**config.mk**
```make
export PLATFORM = sky130hd
export DESIGN_NAME = uart_receiver
export DESIGN_NICKNAME = d
export VERILOG_FILES = /design/src/rtl/uart_receiver.sv
export SDC_FILE = /design/constraint.sdc
export NUM_CORES = 1
export LEC_CHECK = 0
export ABC_CLOCK_PERIOD_IN_PS = 2700
export BUFFER_PORTS_ARGS = -buffer_cell sky130_fd_sc_hd__buf_2
export CAP_MARGIN = 20
export CORE_MARGIN = 2
export CORE_UTILIZATION = 50
export CTS_CLUSTER_DIAMETER = 100
export CTS_CLUSTER_SIZE = 14
export DETAILED_ROUTE_END_ITERATION = 10
export GPL_TIMING_DRIVEN = 0
export HOLD_SLACK_MARGIN = 0.03
export MAX_ROUTING_LAYER = met4
export PLACE_DENSITY = 0.71
export SYNTH_ARGS = -nofsm -noshare
export SYNTH_HDL_FRONTEND = slang
export SYNTH_SLANG_ARGS = --single-unit
```
**constraint.sdc**
```tcl
create_clock -name clk_100MHz -period 2.7 [get_ports clk_100MHz]
set_clock_uncertainty 0.15 [all_clocks]
set_input_delay 0.135 -clock clk_100MHz [delete_from_list [all_inputs] [get_ports clk_100MHz]]
set_output_delay 0.135 -clock clk_100MHz [all_outputs]
set_load 0.01 [all_outputs]
```
**src/rtl/uart_receiver.sv**
```systemverilog
// 16x-oversampled 8N1 UART receiver with a one-entry holding register,
// valid/ready handshake and sticky framing/overrun error flags.
module uart_receiver #(
    parameter int DBITS   = 8,
    parameter int SB_TICK = 16
) (
    input  logic             clk_100MHz,
    input  logic             reset,
    input  logic             rx,
    input  logic             sample_tick,
    input  logic             rx_ready,
    input  logic             clr_err,
    output logic [DBITS-1:0] data_out,
    output logic             rx_valid,
    output logic             rx_done,
    output logic             framing_error,
    output logic             overrun,
    output logic [1:0]       state_out
);

    localparam int NW = (DBITS > 1) ? $clog2(DBITS) : 1;
    localparam logic [NW-1:0] LAST_BIT  = NW'(DBITS - 1);
    localparam logic [4:0]    LAST_STOP = 5'(SB_TICK - 1);

    typedef enum logic [1:0] {
        IDLE  = 2'b00,
        START = 2'b01,
        DATA  = 2'b10,
        STOP  = 2'b11
    } state_t;

    state_t           state, state_next;
    logic [4:0]       s_cnt, s_cnt_next;
    logic [NW-1:0]    n, n_next;
    logic [DBITS-1:0] shift, shift_next;
    logic [DBITS:0]   shift_ext;
    logic             rx_meta, rx_s;
    logic             frame_end, frame_good, frame_bad;

    // Two-flop synchronizer; the line idles high so reset to 1.
    always_ff @(posedge clk_100MHz) begin
        if (reset) begin
            rx_meta <= 1'b1;
            rx_s    <= 1'b1;
        end else begin
            rx_meta <= rx;
            rx_s    <= rx_meta;
        end
    end

    always_ff @(posedge clk_100MHz) begin
        if (reset) begin
            state <= IDLE;
            s_cnt <= '0;
            n     <= '0;
            shift <= '0;
        end else begin
            state <= state_next;
            s_cnt <= s_cnt_next;
            n     <= n_next;
            shift <= shift_next;
        end
    end

    assign shift_ext = {rx_s, shift};

    always_comb begin
        state_next = state;
        s_cnt_next = s_cnt;
        n_next     = n;
        shift_next = shift;
        frame_end  = 1'b0;
        case (state)
            IDLE: begin
                if (!rx_s) begin
                    state_next = START;
                    s_cnt_next = '0;
                end
            end
            START: begin
                // Mid start bit: a high line here means the fall was a glitch.
                if (sample_tick) begin
                    if (s_cnt == 5'd7) begin
                        if (!rx_s) begin
                            state_next = DATA;
                            s_cnt_next = '0;
                            n_next     = '0;
                        end else begin
                            state_next = IDLE;
                        end
                    end else begin
                        s_cnt_next = s_cnt + 5'd1;
                    end
                end
            end
            DATA: begin
                if (sample_tick) begin
                    if (s_cnt == 5'd15) begin
                        shift_next = shift_ext[DBITS:1];
                        s_cnt_next = '0;
                        if (n == LAST_BIT) begin
                            state_next = STOP;
                        end else begin
                            n_next = n + 1'b1;
                        end
                    end else begin
                        s_cnt_next = s_cnt + 5'd1;
                    end
                end
            end
            STOP: begin
                if (sample_tick) begin
                    if (s_cnt == LAST_STOP) begin
                        state_next = IDLE;
                        frame_end  = 1'b1;
                    end else begin
                        s_cnt_next = s_cnt + 5'd1;
                    end
                end
            end
            default: state_next = IDLE;
        endcase
    end

    assign frame_good = frame_end & rx_s;
    assign frame_bad  = frame_end & ~rx_s;

    // Holding register and flags; a new error wins over a simultaneous clear.
    always_ff @(posedge clk_100MHz) begin
        if (reset) begin
            data_out      <= '0;
            rx_valid      <= 1'b0;
            rx_done       <= 1'b0;
            framing_error <= 1'b0;
            overrun       <= 1'b0;
        end else begin
            rx_done <= frame_end;
            if (frame_good) begin
                data_out <= shift;
                rx_valid <= 1'b1;
            end else if (rx_valid && rx_ready) begin
                rx_valid <= 1'b0;
            end
            if (frame_bad) begin
                framing_error <= 1'b1;
            end else if (clr_err) begin
                framing_error <= 1'b0;
            end
            if (frame_good && rx_valid && !rx_ready) begin
                overrun <= 1'b1;
            end else if (clr_err) begin
                overrun <= 1'b0;
            end
        end
    end

    assign state_out = state;

endmodule

```
Word-level counts from Yosys, hierarchy flattened --
Cells that the tools add are included.
Storage, ports and cells: word-level logic and storage cells 79, register bits 32, input port bits 6, output and inout port bits 14
Cells by class: add/sub/neg operators 2, equal/unequal tests 17, reduce and logical (&&, ||, !) cells 13, mux-type cells 33, bitwise operators 3
Operators by type and width (number):
- 2-to-1 mux 5 bit | 7
- != test 2 bit (second input constant) | 11
- case mux 5 bit (4 select lines) | 1
- 2-to-1 mux 2 bit | 9
- 2-to-1 mux 3 bit | 6
- 2-to-1 mux 1 bit | 8
- case mux 2 bit (4 select lines) | 1
- AND reduction 8 bit | 1
- nonzero test 2 bit | 4
- AND reduction 7 bit | 1
- case mux 3 bit (2 select lines) | 1
- adder 5 x 1 -> 5 bit (second input constant) | 1
- equality test 5 x 3 -> 1 bit (second input constant) | 1
- equality test 5 x 4 -> 1 bit (second input constant) | 1
- equality test 2 bit (second input constant) | 2
- AND reduction 4 bit | 1
- adder 3 x 1 -> 3 bit (second input constant) | 1
- equality test 3 bit (second input constant) | 1
- logical AND 1 bit | 3
- AND reduction 3 bit | 1
- bitwise AND 1 bit | 2
- equality test 2 x 1 -> 1 bit (second input constant) | 1
- zero test 2 bit | 1
- zero test 1 bit | 1
- NOT 1 bit | 1

Logic depth before layout (Yosys ltp) --
Gate-level depths: netlist of run 1.
depth in word-level cells 8, depth in mapped cells 8, mapped depth without buffers 7

Worst setup path before layout of run 1 --
OpenSTA, ideal clock, no wires.
kind register to register, start point register s_cnt[0], end point register s_cnt[3], setup time 117 ps, arrival 1674 ps, stages on the path, launching flop included 8, path slack 759 ps, path buffers 0, data required time 2433 ps, period minus slack after synthesis 1941 ps, cell sequence dfxtp_1 > ha_1 > and3_1 > ha_1 > a21bo_2 > a22oi_2 > a21oi_1 > a22o_1
Between the ends: longest elaborated chain between the ends 4, elaborated cells between the ends (all ways) 12, classes of those cells add/sub (1); eq/ne (3); mux (7); reduce/logical (1)
Ends and longest elaborated chain:
- start: declaration | line 33 | logic [4:0] s_cnt, s_cnt_next;
- start signal: assignment | line 59 | s_cnt <= s_cnt_next;
- adder 5 x 1 -> 5 bit (tied with other cells) | line 92, 107, 117
- 2-to-1 mux 5 bit (on tied branches) | line 113, 83, 98
- 2-to-1 mux 5 bit (on tied branches) | line 112, 82, 97
- case mux 5 bit (4 select lines) | line 73 | case (state)
Parallel ways exist; a longest one is shown, timed or not. The select of a mux whose other input is x is not followed. A chain may end at the register's enable or synchronous reset.

Worst setup path in the final report of run 1 --
Ends and elaborated chain as after synthesis.

==> impl_metrics.yaml, run 1 <==
sta:
  min_period_over_period: 0.7925
  timing.max_slew.rel_slack: 0.6656
  maxClockFrequency_mhz: 467.3
  final_max_slew_viol_count: 0
  tns_ps: 0
  grt_setup_unrepaired: "false"
  finalHoldViolations: 0
  layout_min_cycle_time_ps: 2140
  worst_pin_slew_ps: 498.8
  setup_violations: 0
clock_network:
  tritoncts.num_buffers: 5
  cts_max_level: 2
  cts_tree: "built"
  clk_path_buf_depth: 2
  worst_skew_pair.late_latency_ps: 330
  cts_sinks: 32
  clock_input_transition_at_the_sequential_cells_of_the_worst_setup_and_hold_paths_ps: 100
  cts_post_setup_buffers_inserted: 0
  cts_root_buffer: "clkbuf_4"
yosys:
  synth_cell_type_count: 43
  yosys_warnings: 0
  postSynth.topFlopCell: "dfxtp_1"
  share_of_synthesized_area_occupied_by_flip_flops_and_latches: 0.4406
  synth_most_common_cell: "dfxtp_1"
  synthDominantCellAreaShare: 0.4406
  asyncSetResetFlopFracSynth: 0
  synth_top_cell_by_area: "dfxtp_1"
  synth.cells.most_frequent: "32 x dfxtp_1, 20 x nand2_1, 19 x a21oi_1"
  synth.cell_area_um2: 1454
  synth_edf_count: 0
  synthCells: 163
  synth_area_per_cell_um2: 8.920
  yosys_register_bits: 32
  syn_nets: 175
  ranking_of_synthesized_cells_by_area: "dfxtp_1 44%, a21oi_1 6.5%, mux2i_1 5.5%"
worst_setup_path:
  cp.buffers_inverters: 0
  worstSetupStartpoint: "s_cnt[0]$_SDFFE_PP0P_"
  path_max_fanout: 4
  critical_path.top_delay_family: "compound AO/OA/AOI/OAI gates"
  worstSetupEndpointType: "flop"
  worst_r2r_endpoint: "s_cnt[3]$_SDFFE_PP0P_"
  reg2reg_depth: 7
  critPathMaxStageDelay_ps: 350
  worst_path_most_repeated_cell: "ha_1"
  cp.required_ps: 2770
  timing.setup.critical_path_class: "flop to flop"
  setup.worst_path.start_class: "flop"
  critical_path_stages: 7
  critPathSlowestCell: "dfxtp_1"
  rr_startpoint: "s_cnt[0]$_SDFFE_PP0P_"
  rrSetupSlack_ps: 560
  worst-endpoint-arrival_ps: 2210
  timing.critical_path.cells: "ha_1 > and3_1 > ha_1 > a21bo_2 > a22oi_2 > a21oi_1 > a22o_1"
  worstSetupEndpoint: "s_cnt[3]$_SDFFE_PP0P_"
floorplan:
  initial_utilization: 0.5272
  die_area_um2: 3355
  die_h_um: 57.93
  floorplan.core_area_um2: 2758
  ios: 20
  die_w_um: 57.93
  placement_rows: 19
detailed_routing:
  detail_route_antenna_nets: 0
  firstDrtPassIters: 4
  drt_wl_total_um: 2921
  route.detailed.drc: 0
  via_count: 1228
  post_dr_vias_cell: 5.482
  route.detailed.wl_per_inst_um: 13.04
  drt-initial-drc-count: 56
status:
  outcome: "completed"
finish:
  ant_diodes: 0
  area.growth.synth_to_final_pct: 16.52
  post-route-util: 0.6143
  nNetsFinal: 204
  layout-drive-gt1-share: 0.2124
  n_fill_cell: 257
  final_cell_count_no_fill: 224
placed_design:
  global_placer_s_final_weighted_congestion: 0.8760
  numPortBuffers: 19
  hpwl_um: 2089
  place.detailed.instances: 213
power_and_ir_drop:
  netSwitchingFraction: 0.2169
  worst_ir_drop_on_vdd_uv: 397.9
  internal_power_w: 0.0006903
  leakage_power_of_the_design_nw: 0.7600
  p_seq_frac: 0.544
  comb_power_share: 0.059
  power_density_relative_to_cell_area_nw_per_um2: 520.3
  total_net_switching_power_w: 0.0001912
  power_frac_clock: 0.397
hold_path:
  worst_min_delay_path_startpoint: "sample_tick"
  timing.hold.worst.class: "input pin to flop"
job:
  max_cap_viol_count: 0
global_route:
  antenna_found_initial: 0
  grt_first_pass_wirelength_um: 4919
  grt_max_degree: 11
  groute.usage.overall: 0.2000
  first_global_vias: 1108
  grt.overflow.total: 0
## cells by family (layout without fill, tap and decap cells)
group,after synthesis,count (layout),share of synthesized area
and+or+nand+nor,61,61,0.2143
adders and majority gates,6,6,0.05163
AOI/OAI and AO/OA,38,38,0.1833
buffers and inverters,17,47,0.04905
muxes,8,8,0.05508
xor gates and xnor gates,1,1,0.006025
DFF,32,32,0.4406
## stage by stage
step                      hold slack, ps  total power (W)  cell area (µm²)  worst slack [ps]
after CTS                          107.0        0.0008862             1694             574.0
after global routing               108.7        0.0009215             1694             419.0
after detailed placement           172.2        0.0005381             1588             612.1
after floorplan                    88.81        0.0005231             1454             759.1
final                              114.5        0.0008815             1694             560.2
after global placement             167.6        0.0005374             1588             597.9
## how the worst min path moves through the flow
stage / cells after the start / slack, ps / to
global placement: 2 / 170 / rx_meta$_SDFF_PP1_
CTS: 5 / 110 / shift[7]$_SDFFE_PP0P_
detailed placement: 2 / 170 / rx_meta$_SDFF_PP1_
global route: 4 / 110 / n[2]$_SDFFE_PP0P_
floorplan: 1 / 90 / rx_meta$_SDFF_PP1_
finish: 5 / 110 / shift[7]$_SDFFE_PP0P_
## registers in the layout (all words and copies together), names as in the netlist, 3 cells and up, named ones only
name / count
data_out: 8
n: 3
shift: 8
s_cnt: 5
## power groups by stage
stage               clock, W  combinational (W)  sequential (W)
finish              0.000350          0.0000516        0.000480
global route        0.000384          0.0000564        0.000481
CTS                 0.000355          0.0000513        0.000480
detailed placement         0          0.0000476        0.000491
global placement           0          0.0000470        0.000490
floorplan                  0          0.0000332        0.000490
## what timing repair did
item / in CTS / in global routing
hold buffers: 3 / 0
hold endpoints to repair: 4 / 0
gates resized for setup: 0 / 0
## per-layer routing
metal	vias up	track usage	share of wire
met5	-	-	0
met1	563	0.2493	0.46
met4	0	0.07973	0.016
met2	32	0.3084	0.48
li1	626	-	-
met3	7	0.05357	0.046
## worst register-to-register path, delay by kind of cell, from the launching register on
| kind | cells | cell delay (ps) |
|---|---|---|
| flops | 1 | 350 |
| simple gates | 1 | 220 |
| compound gates | 4 | 840 |
| fa+ha+maj | 2 | 460 |
## layout by cell type (no fill, tap or decap), drive strengths merged, types with 2 or more instances in the layout
cell,netlist,layout
a211oi,2,2
a21bo,2,2
a21oi,19,19
a22o,2,2
a31oi,2,2
and2,2,2
buf,5,24
clkbuf,4,10
dfxtp,32,32
dlygate4sd3,0,3
ha,6,6
inv,8,8
mux2i,8,8
nand2,21,21
nand2b,2,2
nand3,5,5
nor2,13,13
nor2b,5,5
nor3,3,3
o21ai,3,3
o32ai,2,2
or2,3,3
## layout make-up
| cell class | instances | area (µm²) | share of cell area |
|---|---|---|---|
| repair buffers | 22 | 125.1 | 0.07386 |
| clock buffers | 6 | 41.29 | 0.02437 |
| clock inverters | 2 | 35.03 | 0.02068 |
| plain buffers | 9 | 41.29 | 0.02437 |
| multi-input cells | 114 | 742.0 | 0.4380 |
| well taps | 31 | 38.79 | 0.02290 |
| inverters | 8 | 30.03 | 0.01773 |
| flip-flops and latches | 32 | 640.6 | 0.3781 |
(Power assumes the default switching activity.)
==> run 2: changes to the inputs <==
--- a/config.mk
+++ b/config.mk
@@ -5,7 +5,7 @@
 export SDC_FILE = /design/constraint.sdc
 export NUM_CORES = 1
 export LEC_CHECK = 0
-export ABC_CLOCK_PERIOD_IN_PS = 2700
+export ABC_CLOCK_PERIOD_IN_PS = 1800
 export BUFFER_PORTS_ARGS = -buffer_cell sky130_fd_sc_hd__buf_2
 export CAP_MARGIN = 20
 export CORE_MARGIN = 2
@@ -16,7 +16,7 @@
 export GPL_TIMING_DRIVEN = 0
 export HOLD_SLACK_MARGIN = 0.03
 export MAX_ROUTING_LAYER = met4
-export PLACE_DENSITY = 0.71
+export PLACE_DENSITY = 0.74
 export SYNTH_ARGS = -nofsm -noshare
 export SYNTH_HDL_FRONTEND = slang
 export SYNTH_SLANG_ARGS = --single-unit
==> constraint.sdc (replaced) <==
create_clock -name clk_100MHz -period 1.8 [get_ports clk_100MHz]
set_clock_uncertainty 0.15 [all_clocks]
set_input_delay 0.09 -clock clk_100MHz [delete_from_list [all_inputs] [get_ports clk_100MHz]]
set_output_delay 0.09 -clock clk_100MHz [all_outputs]
set_load 0.01 [all_outputs]
==> run 2 against run 1 <==
  * The flow now finishes with violations (setup timing)
  * Die area stayed put
  * Critical path type unchanged
  * Largest cell class unchanged
  * Sequential power increased by 50%
  * Clock power rose by 51%
  * Critical endpoint is now s_cnt[2]$_SDFFE_PP0P_
  * Maximum frequency grew 12%
  * Critical path depth unchanged
  * Non-clock buffer count increased by 3
==> impl_metrics.yaml, run 2 (synthesized netlist as in run 1, its figures left out) <==
detailed_routing:
  via_count: 1248
  firstDrtPassIters: 4
  route.detailed.wl_per_inst_um: 13.35
  post_dr_vias_cell: 5.474
  detail_route_antenna_nets: 0
  drt_wl_total_um: 3044
  route.detailed.drc: 0
  drt-initial-drc-count: 55
power_and_ir_drop:
  leakage_power_of_the_design_nw: 0.7888
  worst_ir_drop_on_vdd_uv: 861.7
  power_density_relative_to_cell_area_nw_per_um2: 736.7
worst_setup_path:
  critPathSlowestCell: "dfxtp_4"
  worstSetupStartpoint: "s_cnt[0]$_SDFFE_PP0P_"
  worst-endpoint-arrival_ps: 2030
  reg2reg_depth: 7
  setup.worst_path.start_class: "flop"
  rr_startpoint: "s_cnt[0]$_SDFFE_PP0P_"
  path_max_fanout: 4
  cp.buffers_inverters: 0
  worstSetupEndpointType: "flop"
  critical_path_stages: 7
  rrSetupSlack_ps: -100
  timing.setup.critical_path_class: "flop to flop"
  worstSetupEndpoint: "s_cnt[2]$_SDFFE_PP0P_"
  worst_r2r_endpoint: "s_cnt[2]$_SDFFE_PP0P_"
  critPathMaxStageDelay_ps: 360
  cp.required_ps: 1920
  critical_path.top_delay_family: "compound AO/OA/AOI/OAI gates"
  timing.critical_path.cells: "ha_4 > and3_4 > ha_2 > nor2b_2 > o32ai_4 > o21ai_1 > a21bo_1"
floorplan:
  initial_utilization: 0.5272
  die_area_um2: 3355
  ios: 20
  placement_rows: 19
  die_h_um: 57.93
  die_w_um: 57.93
  floorplan.core_area_um2: 2758
sta:
  timing.max_slew.rel_slack: 0.6633
  finalHoldViolations: 0
  hold_slack_ps: 69.64
  tns_ps: -387.6
  min_period_over_period: 1.058
  setup_violations: 11
  final_max_slew_viol_count: 0
  layout_min_cycle_time_ps: 1904
  grt_setup_unrepaired: "true"
  final.setup.worst_slack_ps: -103.7
  maxClockFrequency_mhz: 525.3
  worst_pin_slew_ps: 505.1
status:
  outcome: "finished with violations"
  violations: "setup timing"
global_route:
  groute.usage.overall: 0.2100
  grt.overflow.total: 0
  grt_first_pass_wirelength_um: 5271
  antenna_found_initial: 0
  first_global_vias: 1231
  grt_max_degree: 11
finish:
  layout.cells.most_common: "dfxtp_1"
  most-common-layout-cells: "30 x dfxtp_1, 21 x buf_2, 20 x nand2_1, 18 x a21oi_1, 13 x nor2_1"
  nNetsFinal: 208
  top_flop_regs: "data_out (8), shift (8), s_cnt (5)"
  final_cell_count_no_fill: 228
  area.growth.synth_to_final_pct: 24.96
  layout-drive-gt1-share: 0.2893
  post-route-util: 0.6588
  ant_diodes: 0
job:
  max_cap_viol_count: 0
placed_design:
  place.detailed.instances: 213
  global_placer_s_final_weighted_congestion: 0.9929
  numPortBuffers: 19
  hpwl_um: 2160
clock_network:
  tritoncts.num_buffers: 5
  cts_max_level: 2
  cts_sinks: 32
  clock_input_transition_at_the_sequential_cells_of_the_worst_setup_and_hold_paths_ps: 100
  clk_path_buf_depth: 2
  cts_tree: "built"
  worst_skew_pair.late_latency_ps: 320
  cts_root_buffer: "clkbuf_4"
hold_path:
  timing.hold.worst.class: "input pin to flop"
## run 2: changes by cell type in the layout (fill, tap and decap cells not counted), moves of 2 or more
| cell | delta |
|---|---|
| buf_4 | +4 |
| dfxtp_1 | -2 |
| ha_1 | -3 |
| ha_4 | +2 |
| nand2_4 | +2 |
## run 2: per-stage QoR
stage,power [W],setup slack (ps),instance area (µm²)
final,0.001338,-103.7,1817
after global routing,0.001385,-178.1,1817
after CTS,0.001347,-116.4,1812
after detailed placement,0.0008119,-148.6,1630
after global placement,0.0008096,-125.8,1630
after floorplan,0.0007888,-10.07,1496
## run 2: power by group
| part | internal (W) | switching, W |
|---|---|---|
| clock network | 0.000291 | 0.000237 |
| registers | 0.000713 | 0.00000714 |
| logic | 0.0000385 | 0.0000524 |
| total | 0.00104 | 0.000296 |
## run 2: repair_timing
item	4_1_cts	5_1_grt
hold endpoints to repair	4	0
setup endpoints to repair	25	26
pin swaps	4	2
hold buffers	3	0
resized for setup	9	3
cloned	1	0
setup buffers	4	0
## run 2: how the worst min path moves through the flow
stage,from,endpoint,slack (ps),cells past startpoint
2_1_floorplan,rx,rx_meta$_SDFF_PP1_,40,1
5_1_grt,sample_tick,n[2]$_SDFFE_PP0P_,90,4
4_1_cts,sample_tick,shift[3]$_SDFFE_PP0P_,60,5
3_3_place_gp,rx,rx_meta$_SDFF_PP1_,130,2
3_5_place_dp,rx,rx_meta$_SDFF_PP1_,130,2
6_report,sample_tick,shift[7]$_SDFFE_PP0P_,70,5
## run 2: area by class of cell
type,instances,area (µm²)
inverters,8,30.03
well taps,31,38.79
clock inverters,2,35.03
repair buffers,26,155.1
fillers,235,940.9
multi-input cells,115,830.8
plain buffers,8,40.04
flip-flops and latches,32,645.6
clock buffers,6,41.29
## run 2: layer usage
metal,GRT usage,vias up,share of wire
li1,-,636,-
met1,0.2521,578,0.47
met2,0.3377,26,0.48
met3,0.05134,8,0.038
met4,0.08638,0,0.018
met5,-,-,0
## run 2: worst min-delay path, cell delays in order
cell	delay, ps
buf_2	120
nand2_1	110
nor3_4	80
nand2_1	60
a21oi_1	50
